`src/rtl/aer_packetizer.sv`:
```
// AER packetizer: captures a spike vector on each timestep strobe, scans it one channel per
// cycle and queues address-event words in a FWFT FIFO. Define AER_TIMESTAMP_EN to prefix words with the timestep.
//
// state | meaning
// IDLE  | waiting for a step strobe; shadow vector holds the previous frame
// SCAN  | examining shadow[idx] and pushing an event when the bit is set
`timescale 1ns/1ps
module aer_packetizer #(
    parameter int N_CH       = 16,
    parameter int CH_W       = 4,
    parameter int TS_W       = 8,
    parameter int FIFO_DEPTH = 8
) (
    input  logic                 clk,
    input  logic                 rst_n,
    input  logic                 step,
    input  logic [N_CH-1:0]      spikes,
`ifdef AER_TIMESTAMP_EN
    output logic [TS_W+CH_W-1:0] ev_data,
`else
    output logic [CH_W-1:0]      ev_data,
`endif
    output logic                 ev_valid,
    input  logic                 ev_ready,
    output logic                 busy,
    output logic                 step_done,
    output logic [7:0]           overrun_cnt,
    output logic [7:0]           drop_cnt
);

    localparam int AW = $clog2(FIFO_DEPTH);
    localparam int PW = AW + 1;
`ifdef AER_TIMESTAMP_EN
    localparam int EW = TS_W + CH_W;
`else
    localparam int EW = CH_W;
`endif

    if (N_CH != (1 << CH_W) || TS_W < 1 || FIFO_DEPTH < 2 ||
        (FIFO_DEPTH & (FIFO_DEPTH - 1)) != 0) begin : g_param_check
        $error("aer_packetizer: inconsistent parameters");
    end

    typedef enum logic {IDLE, SCAN} state_t;

    state_t          state_q, state_d;
    logic [CH_W-1:0] idx_q;
    logic [N_CH-1:0] shadow_q;
    logic [PW-1:0]   wr_ptr_q, rd_ptr_q;
    logic [EW-1:0]   mem [FIFO_DEPTH];
    logic [EW-1:0]   push_word;

    logic last_idx;
    logic accept;
    logic overrun;
    logic push_req;
    logic push_ok;
    logic drop;
    logic pop;
    logic full;
    logic empty;

    assign last_idx = (idx_q == CH_W'(N_CH - 1));
    assign empty    = (wr_ptr_q == rd_ptr_q);
    assign full     = (wr_ptr_q[AW] != rd_ptr_q[AW]) &&
                      (wr_ptr_q[AW-1:0] == rd_ptr_q[AW-1:0]);
    // pop is gated by non-empty, so a same-cycle push/pop on an empty FIFO cannot occur
    assign pop      = !empty && ev_ready;
    assign push_req = (state_q == SCAN) && shadow_q[idx_q];
    assign push_ok  = push_req && (!full || pop);
    assign drop     = push_req && !push_ok;

    always_comb begin
        state_d = state_q;
        accept  = 1'b0;
        overrun = 1'b0;
        case (state_q)
            IDLE: begin
                if (step) begin
                    accept  = 1'b1;
                    state_d = SCAN;
                end
            end
            SCAN: begin
                overrun = step;
                if (last_idx) state_d = IDLE;
            end
            default: state_d = IDLE;
        endcase
    end

`ifdef AER_TIMESTAMP_EN
    logic [TS_W-1:0] ts_q;

    always_ff @(posedge clk or negedge rst_n) begin
        if (!rst_n) begin
            ts_q <= '0;
        end else if (state_q == SCAN && last_idx) begin
            ts_q <= ts_q + TS_W'(1);
        end
    end

    assign push_word = {ts_q, idx_q};
`else
    assign push_word = idx_q;
`endif

    always_ff @(posedge clk or negedge rst_n) begin
        if (!rst_n) begin
            state_q     <= IDLE;
            idx_q       <= '0;
            shadow_q    <= '0;
            wr_ptr_q    <= '0;
            rd_ptr_q    <= '0;
            step_done   <= 1'b0;
            overrun_cnt <= 8'd0;
            drop_cnt    <= 8'd0;
        end else begin
            state_q   <= state_d;
            step_done <= (state_q == SCAN) && last_idx;
            if (accept) begin
                shadow_q <= spikes;
                idx_q    <= '0;
            end else if (state_q == SCAN) begin
                idx_q <= idx_q + CH_W'(1);
            end
            if (push_ok) wr_ptr_q <= wr_ptr_q + PW'(1);
            if (pop)     rd_ptr_q <= rd_ptr_q + PW'(1);
            if (overrun && overrun_cnt != 8'hFF) overrun_cnt <= overrun_cnt + 8'd1;
            if (drop && drop_cnt != 8'hFF)       drop_cnt    <= drop_cnt + 8'd1;
        end
    end

    // Storage needs no reset: the read port is masked to zero whenever the FIFO is empty.
    always_ff @(posedge clk) begin
        if (push_ok) mem[wr_ptr_q[AW-1:0]] <= push_word;
    end

    assign ev_valid = !empty;
    assign ev_data  = empty ? '0 : mem[rd_ptr_q[AW-1:0]];
    assign busy     = (state_q == SCAN);

endmodule

```
`config.mk`:
```
export PLATFORM = sky130hd
export DESIGN_NAME = aer_packetizer
export DESIGN_NICKNAME = d
export VERILOG_FILES = /design/src/rtl/aer_packetizer.sv
export SDC_FILE = /design/constraint.sdc
export NUM_CORES = 1
export LEC_CHECK = 0
export CAP_MARGIN = 20
export CORE_MARGIN = 2
export CORE_UTILIZATION = 59
export DETAILED_ROUTE_END_ITERATION = 10
export HOLD_SLACK_MARGIN = 0.12
export PLACE_DENSITY_LB_ADDON = 0.05
export SLEW_MARGIN = 40
export SYNTH_ARGS = -nofsm -noshare
export SYNTH_HDL_FRONTEND = slang
export SYNTH_SLANG_ARGS = --single-unit
```
`constraint.sdc`:
```
create_clock -name clk -period 3.7 [get_ports clk]
set_input_delay 0.74 -clock clk [delete_from_list [all_inputs] [get_ports clk]]
set_output_delay 0.74 -clock clk [all_outputs]
set_load 0.005 [all_outputs]
```
Yosys cells after proc, flatten, opt, wreduce, memory -nomap -nowiden
Memory sizes are Yosys's and may differ from the RTL's.
Cells that the tools add are included.
Operators by class
  add/sub/neg operators: 5
  $lt $le $gt $ge: 1
  eq/ne operators: 6
  multiplexer cells: 12
  bitwise logic cells: 1
  reductions and logical operators: 13
Operator list (count)
  8-bit by 1-bit adder with 8-bit output, second input constant: 2
  8-bit inequality test, second input constant: 2
  4-bit by 1-bit adder with 4-bit output, second input constant: 3
  4-bit two-way mux: 3
  1-bit logical AND: 8
  1-bit two-way mux: 7
  4-bit by 5-bit less-than comparator with 1-bit output, second input constant: 1
  1-bit binary-select mux with 4-bit select: 1
  4-bit equality test: 1
  4-bit equality test, second input constant: 1
  3-bit equality test: 1
  1-bit logical NOT: 3
  1-bit one-hot mux with 2 select lines: 1
  2-bit nonzero test: 1
  1-bit logical OR: 1
  1-bit inequality test: 1
  1-bit NOT: 1
Storage, ports and cells
  bits in registers: 46
  bits in writable memories: 32
  bits of input ports: 20
  output and inout bits: 23
  word-level logic and storage cells: 47
  memories: 1
Memories
  mem: depth 8, width 4, read ports 1, clocked after memory_dff 0, write ports 1, RTL line 50  | logic [EW-1:0] mem [FIFO_DEPTH];

Logic depth before layout (Yosys ltp)
Gate-level depths: netlist (run 1).
  word-level depth: 8
  gate-level depth with buffers: 8
  depth with buffers taken out: 6

Worst setup path after synthesis (run 1)
OpenSTA, ideal clock, no wires.
  path kind: register -> register
  start point: reg idx_q[0]
  end point: mem mem[2][0] (netlist name) (enable)
  library setup time: 0.379 ns
  arrival: 1.897 ns
  data required time: 3.321 ns
  slack: 1.424 ns
  cell stages (with the launch flop): 6
  path buffers: 1
  clock period less this slack: 2.276 ns
  path through: dfrtp_1 > buf_6 > mux4_2 > o2111a_2 > o21ai_4 > nor4b_1
On the way
  longest elaborated chain between the ends: 6
Ends and longest elaborated chain
  from (decl): RTL line 47  | logic [CH_W-1:0] idx_q;
  from (signal assigned): RTL line 125  | idx_q <= idx_q + CH_W'(1);
  1-bit binary-select mux with 4-bit select: RTL line 69  | assign push_req = (state_q == SCAN) && shadow_q[idx_q];
  1-bit two-way mux (implied by the code): RTL line 69
  1-bit logical AND: RTL line 69
  1-bit logical AND: RTL line 70  | assign push_ok = push_req && (!full || pop);
  1-bit two-way mux: RTL line 136  | if (push_ok) mem[wr_ptr_q[AW-1:0]] <= push_word;
  1-bit two-way mux (implied by the code): RTL line 136
  to (decl): RTL line 50
No other way between the ends. The select of a mux whose other input is x is not followed.

Final worst setup path (run 1)
  start point: reg rd_ptr_q[0]
  end point: out ev_data[3]
On the way
  longest elaborated chain between the ends: 2
  elaborated cells on any way between the ends: 3
  classes of those cells: eq/ne (1); mux (1); memory (1)
Ends and longest elaborated chain
  from (decl): RTL line 49  | logic [PW-1:0] wr_ptr_q, rd_ptr_q;
  from (signal assigned): RTL line 128  | if (pop) rd_ptr_q <= rd_ptr_q + PW'(1);
  memory read 8 x 4 bit or 4-bit equality test (tied branches)
  4-bit two-way mux (*): RTL line 140  | assign ev_data = empty ? '0 : mem[rd_ptr_q[AW-1:0]];
  to (decl): RTL line 21  | output logic [CH_W-1:0] ev_data,
Every way passes the cells marked *; elsewhere a longest branch is shown, timed or not.

==> run summary, run 1 <==
Status: completed
Worst VDD drop: 0.526 mV
#FFs+latches synth: 78
Crit path buf inv count: 1
Global route total overflow: 0
Detailed-route via count: 2018
GRT Resource Usage Total: 21.2%
Gpl congestion: 0.783
Relative slew margins: 43.8%
Num CTS Buffers: 9
Max Cap Viol: 0
Setup CP Type: reg2out
Post-cts resize count: 0
Die area: 6590 um^2
Tmin final: 3090 ps
Share of cells above drive strength 1: 20.6%
Layout Nets: 302
Clock buffer depth: 2
Pwr/cell area: 857 nW/um^2
Sequential area share after synthesis: 60.1%
Starting Density: 60.1%
Pre-antenna DRT Iters: 4
DR iter-0 viols: 125
Slew Viols, Final: 0
Syn Area/Cell: 14.9 um^2
Core region area: 5850 um^2
Root Driver: clkbuf_8
Final WL: 6140 um
Drt wl/cell: 17.2 um
CP max stage cell: dfrtp_1
CTS tree: built
Max stage delay on crit path: 750 ps
Number of global-route vias before repair: 2092
Final Util: 71.2%
Antenna violations before repair: 0
CP endpoint kind: output pin
Hold-fix buffers at CTS: 0
Port bufs: 42
DRC Markers: 0
First-pass GRT wire length: 10100 um
Area Growth Syn to Fin: 18.4%
Htree depth: 3
Syn nets: 261
Mapped cell area: 3510 um^2
Top_reg_cell synth: dfrtp_1
CP delay by family, top: flip-flops
Hold Path Class: in2async
Leak pwr: 1.62 nW
Clk Latency, worst-skew pair: 360 ps
Startpoint Class: flop
Worst Tran Pin Value: 832 ps
Row count: 28
Count of final setup violators: 0
WP data arrival: 2350 ps
Sink Count: 78
Maximum fanout along the worst path: 12
Largest net degree at the start of global routing: 47
# placed instances: 341
Via/cell ratio: 5.65
Die height: 81.2 um
Worst path required time: 2960 ps
Number of enable flip-flop cells after synthesis: 32
Max Freq: 324 MHz
Die Wd: 81.2 um
Num ports: 43
Setup TNS: 0 ps
Clock-pin slew on the worst setup and hold paths: 70 ps
DP HPWL: 4160 um
Post-CTS Setup Inserts: 0
Final Hold Vio Count: 0
Synthesis Warnings: 0
RSZ-0062 raised after global routing: false
Post-Synthesis Cells: 236
Final Skew: 11.6 ps
Antenna diodes: 0
Ys async rst share: 59.0%
Cell Chain, Critical Path: mux4_2 > mux2i_1 > nor2_1 > clkdlybuf4s50_1
Antenna-violating nets left: 0
Synth cell types: 39
Tcrit/Tclk final: 83.4%
Non-filler cells, final: 357
-- layer usage --
| metal | up-vias | track usage [%] | share of wire (%) |
|---|---|---|---|
| met3 | 12 | 4.56 | 5.0 |
| met4 | 0 | 12.7 | 2.0 |
| met5 | - | 0 | 0 |
| met2 | 60 | 32.5 | 49 |
| li1 | 950 | - | - |
| met1 | 996 | 28.1 | 44 |
-- layout make-up --
cell class / instances / area [um^2]
clock inverters: 7 / 63.8
repair buffers: 43 / 425
clock buffers: 9 / 124
well taps: 75 / 93.8
inverters: 3 / 11.3
flip-flops and latches: 78 / 2110
fillers: 412 / 1690
multi-input cells: 142 / 1330
-- logic make-up (layout without fill, tap and decap cells) --
logic type	after synthesis	count (layout)	synth area share [%]
multiplexers	40	40	15.9
AND/OR/NAND/NOR	64	64	11.2
XOR/XNOR	24	24	5.98
AO/OA/AOI/OAI	9	9	2.67
buffers and inverters	16	62	2.35
flip-flops	78	78	60.1
adder cells (fa/ha/maj)	5	5	1.78
-- power breakdown --
group / switching [W] / internal (W) / total (W)
Sequential: 0.000406 / 0.00126 / 0.00167
Combinational: 0.000518 / 0.000769 / 0.00129
Clock: 0.000305 / 0.000307 / 0.000612
Total: 0.00123 / 0.00234 / 0.00357
-- cells in the final DEF (no fill, tap or decap), types with 2 or more instances in the layout --
| cell | n |
|---|---|
| a22o_1 | 3 |
| and3_1 | 5 |
| buf_4 | 2 |
| clkbuf_8 | 9 |
| clkdlybuf4s50_1 | 41 |
| clkinv_1 | 2 |
| clkinv_2 | 2 |
| dfrtp_1 | 46 |
| edfxtp_1 | 32 |
| ha_1 | 5 |
| inv_1 | 3 |
| mux2_2 | 19 |
| mux2_4 | 2 |
| mux2i_1 | 8 |
| mux4_2 | 10 |
| nand2_1 | 9 |
| nand2b_1 | 3 |
| nand3_1 | 12 |
| nand3b_1 | 2 |
| nor2_1 | 13 |
| nor2b_1 | 3 |
| nor3_1 | 2 |
| nor4_1 | 2 |
| nor4_2 | 2 |
| nor4b_1 | 2 |
| nor4b_2 | 3 |
| o211ai_1 | 2 |
| xnor2_1 | 13 |
| xor2_1 | 11 |
-- path summary, 6_finish.rpt --
kind	start	end	slack, ps	depth (start not counted)
worst max-delay path	rd_ptr_q[0]	ev_data[3]	610	4
worst min-delay path	rst_n	overrun_cnt[1]	390	1
worst max register to register	idx_q[0]	mem[2][2]	960	4
worst min register to register	wr_ptr_q[3]	wr_ptr_q[3]	480	1
max in group asynchronous	rst_n	idx_q[1]	2930	1
min in group clk	wr_ptr_q[3]	wr_ptr_q[3]	480	1
-- stage by stage --
| stage | hold WS [ps] | area (um^2) | setup WS [ps] | total power, W |
|---|---|---|---|---|
| 4_1_cts | 399 | 4150 | 559 | 0.00359 |
| 6_report | 386 | 4160 | 613 | 0.00357 |
| 5_1_grt | 431 | 4160 | 396 | 0.00380 |
| 2_1_floorplan | 444 | 3510 | 1420 | 0.00252 |
| 3_3_place_gp | 480 | 3960 | 851 | 0.00291 |
| 3_5_place_dp | 479 | 3960 | 751 | 0.00297 |
-- worst reg2reg max path: stages, from the launching register on --
cell and delay (ps):
dfrtp_1 810, mux4_2 350, o2111a_2 300, o21ai_4 140, nor4b_1 770
-- flip-flops by register name, indices dropped and copies added (netlist names) --
| name | flops |
|---|---|
| drop_cnt | 8 |
| idx_q | 4 |
| shadow_q | 16 |
| rd_ptr_q | 4 |
| step_done | 1 |
| mem | 32 |
| busy | 1 |
| overrun_cnt | 8 |
| wr_ptr_q | 4 |
-- synth_stat cells (2+ instances only) --
library cell	number	share of area, %
mux2_2	19	6.1
a22o_1	3	0.75
nand3b_1	2	0.43
nor4_1	2	0.36
nor4_2	2	0.71
xnor2_1	13	3.2
clkbuf_1	4	0.43
nand3_1	12	1.7
edfxtp_1	32	27
xor2_1	11	2.7
nor2b_1	3	0.53
o211ai_1	2	0.43
nor2_1	13	1.4
buf_6	2	0.64
inv_1	3	0.32
buf_2	6	0.85
mux4_2	10	6.4
mux2_4	2	0.85
nor3_1	2	0.28
dfrtp_1	46	33
nand2_1	9	0.96
and3_1	5	0.89
ha_1	5	1.8
nand2b_1	3	0.53
nor4b_2	2	0.85
mux2i_1	8	2.3
nor4b_1	3	0.75
Power figures use the tool's default switching activity.
==> run 2, diff against run 1 <==
Settings changed: CORE_UTILIZATION 59 to 55.
Clock period 3.7 ns to 3.23 ns, I/O delays scaled along.
==> run 2 against run 1 <==
Against the previous run:
- critical path depth is 1 higher
- sequential power is 9.6% higher
- flip-flop and latch count unchanged
- largest power group unchanged
- largest cell class unchanged
==> run summary, run 2 (synthesis gave the netlist of run 1 again) <==
Maximum fanout along the worst path: 7 (-5)
Commonest cells after routing, fill and taps aside: dfrtp_1 (46), clkdlybuf4s50_1 (41), edfxtp_1 (32)
DP Area: 4020 um^2 (+1.4%)
Tmin final: 2940 ps
Cell Chain, Critical Path: buf_4 > mux4_2 > mux2i_1 > nor2_1 > clkdlybuf4s50_1
Relative slew margins: 54.7% (+11 points)
Die area: 7050 um^2 (+6.9%)
Gpl congestion: 0.711 (-9.2%)
DRC Markers: 0 (unchanged)
Final Hold Vio Count: 0 (unchanged)
Number of global-route vias before repair: 2075 (-0.81%)
Setup CP Type: reg2out
Clk Latency, worst-skew pair: 340 ps (-20 ps)
Tcrit/Tclk final: 90.9%
Highest metal used: met4
Port bufs: 42 (unchanged)
Metal2 WL: 2890 um (-3.2%)
DR iter-0 viols: 67 (-46%)
Pre-antenna DRT Iters: 4 (unchanged)
Met3 routed WL: 165 um (-47%)
Htree depth: 3 (unchanged)
Area Growth Syn to Fin: 19.9%
Max Freq: 341 MHz
Global route total overflow: 0 (unchanged)
Setup TNS: 0 ps (unchanged)
Leak pwr: 1.65 nW (+1.9%)
Final Skew: 8.15 ps (-3.49 ps)
Root Driver: clkbuf_8
Antenna diodes: 0 (unchanged)
Sink Count: 78 (unchanged)
R2R setup slack: 900 ps (-60 ps)
Max stage delay on crit path: 530 ps (-220 ps)
CP endpoint kind: output pin
Via/cell ratio: 5.51 (-2.5%)
DP HPWL: 4170 um (+0.20%)
Drt wl/cell: 16.1 um (-6.4%)
Final worst slack: 294 ps (-319 ps)
Pwr/cell area: 971 nW/um^2 (+13%)
Slew Viols, Final: 0 (unchanged)
Largest net degree at the start of global routing: 47 (unchanged)
CP delay by family, top: buffers and inverters
Status: completed
Met1 wire length: 2760 um (+1.1%)
Worst Tran Pin Value: 674 ps (-157 ps)
Worst VDD drop: 0.549 mV (+4.4%)
Final Total Pwr: 0.00409 W (+15%)
Crit path buf inv count: 2 (+1)
Core region area: 6280 um^2 (+7.3%)
Hold Path Class: in2async
Post-route cell area: 4210 um^2 (+1.2%)
Detailed-route via count: 2018 (unchanged)
Non-filler cells, final: 366 (+2.5%)
Post-cts resize count: 0 (unchanged)
Largest register FFs: 32 (unchanged)
Die height: 83.9 um (+3.4%)
Row count: 29 (+3.6%)
Final WL: 5900 um (-4.0%)
CTS tree: built
Num CTS Buffers: 9 (unchanged)
Count of final setup violators: 0 (unchanged)
Clock-pin slew on the worst setup and hold paths: 80 ps (about the same)
Startpoint Class: flop
Starting Density: 56.0% (-4.1 points)
Leading cell type in the layout, fill and taps excluded: dfrtp_1
RSZ-0062 raised after global routing: false
Layout Nets: 309 (+2.3%)
WP data arrival: 2290 ps (-60 ps)
Clock buffer depth: 2 (unchanged)
Num ports: 43 (unchanged)
Share of cells above drive strength 1: 22.1% (+1.6 points)
# placed instances: 350 (+2.6%)
Antenna violations before repair: 0 (unchanged)
Worst path required time: 2580 ps (-380 ps)
GRT Resource Usage Total: 18.9% (-2.4 points)
CP max stage cell: mux4_2
Hold-fix buffers at CTS: 0 (unchanged)
Antenna-violating nets left: 0 (unchanged)
Post-CTS Setup Inserts: 0 (unchanged)
Max Cap Viol: 0 (unchanged)
Placement Setup Slack: 635 ps (-116 ps)
First-pass GRT wire length: 10300 um (+1.3%)
Die Wd: 83.9 um (+3.4%)
[run 2: cell type report]
class                           instances  area (um^2)
Clock inverter                          4         47.5
Clock buffer                           12          135
Tap cell                               77         96.3
Fill cell                             454         2060
Sequential cell                        78         2110
Timing Repair Buffer                   50          478
Inverter                                3         11.3
Multi-Input combinational cell        142         1330
[run 2: where the power goes]
group          total [W]  internal, W  switching, W
combinational    0.00157     0.000920      0.000649
sequential       0.00183      0.00145      0.000389
clock           0.000686     0.000356      0.000330
total            0.00409      0.00272       0.00137
[run 2: path summary, 6_finish.rpt]
check,from,end,depth (start not counted)
min,rst_n,rd_ptr_q[1],1
max in group asynchronous,rst_n,shadow_q[2],1
max,rd_ptr_q[0],ev_data[1],5
max reg2reg,idx_q[0],mem[2][0],5
min reg2reg,rd_ptr_q[3],rd_ptr_q[3],1
min in group clk,rd_ptr_q[3],rd_ptr_q[3],1
[run 2: layer usage]
layer,global-route usage [%],up-vias
li1,-,965
met1,26.4,1005
met2,29.2,38
met4,8.65,0
met3,3.26,10
met5,0,-
[run 2: stage by stage]
step	utilization, %	hold slack (ps)
CTS	66.9	304
detailed placement	64.0	478
floorplan	-	350
global placement	64.0	475
finish	67.1	297
global route	67.1	334
==> run 3, diff against run 2 <==
Settings changed: HOLD_SLACK_MARGIN 0.12 to 0.03.
==> results of run 3 <==
Same layout as run 2: the final DEF is identical, and so are final timing and power.
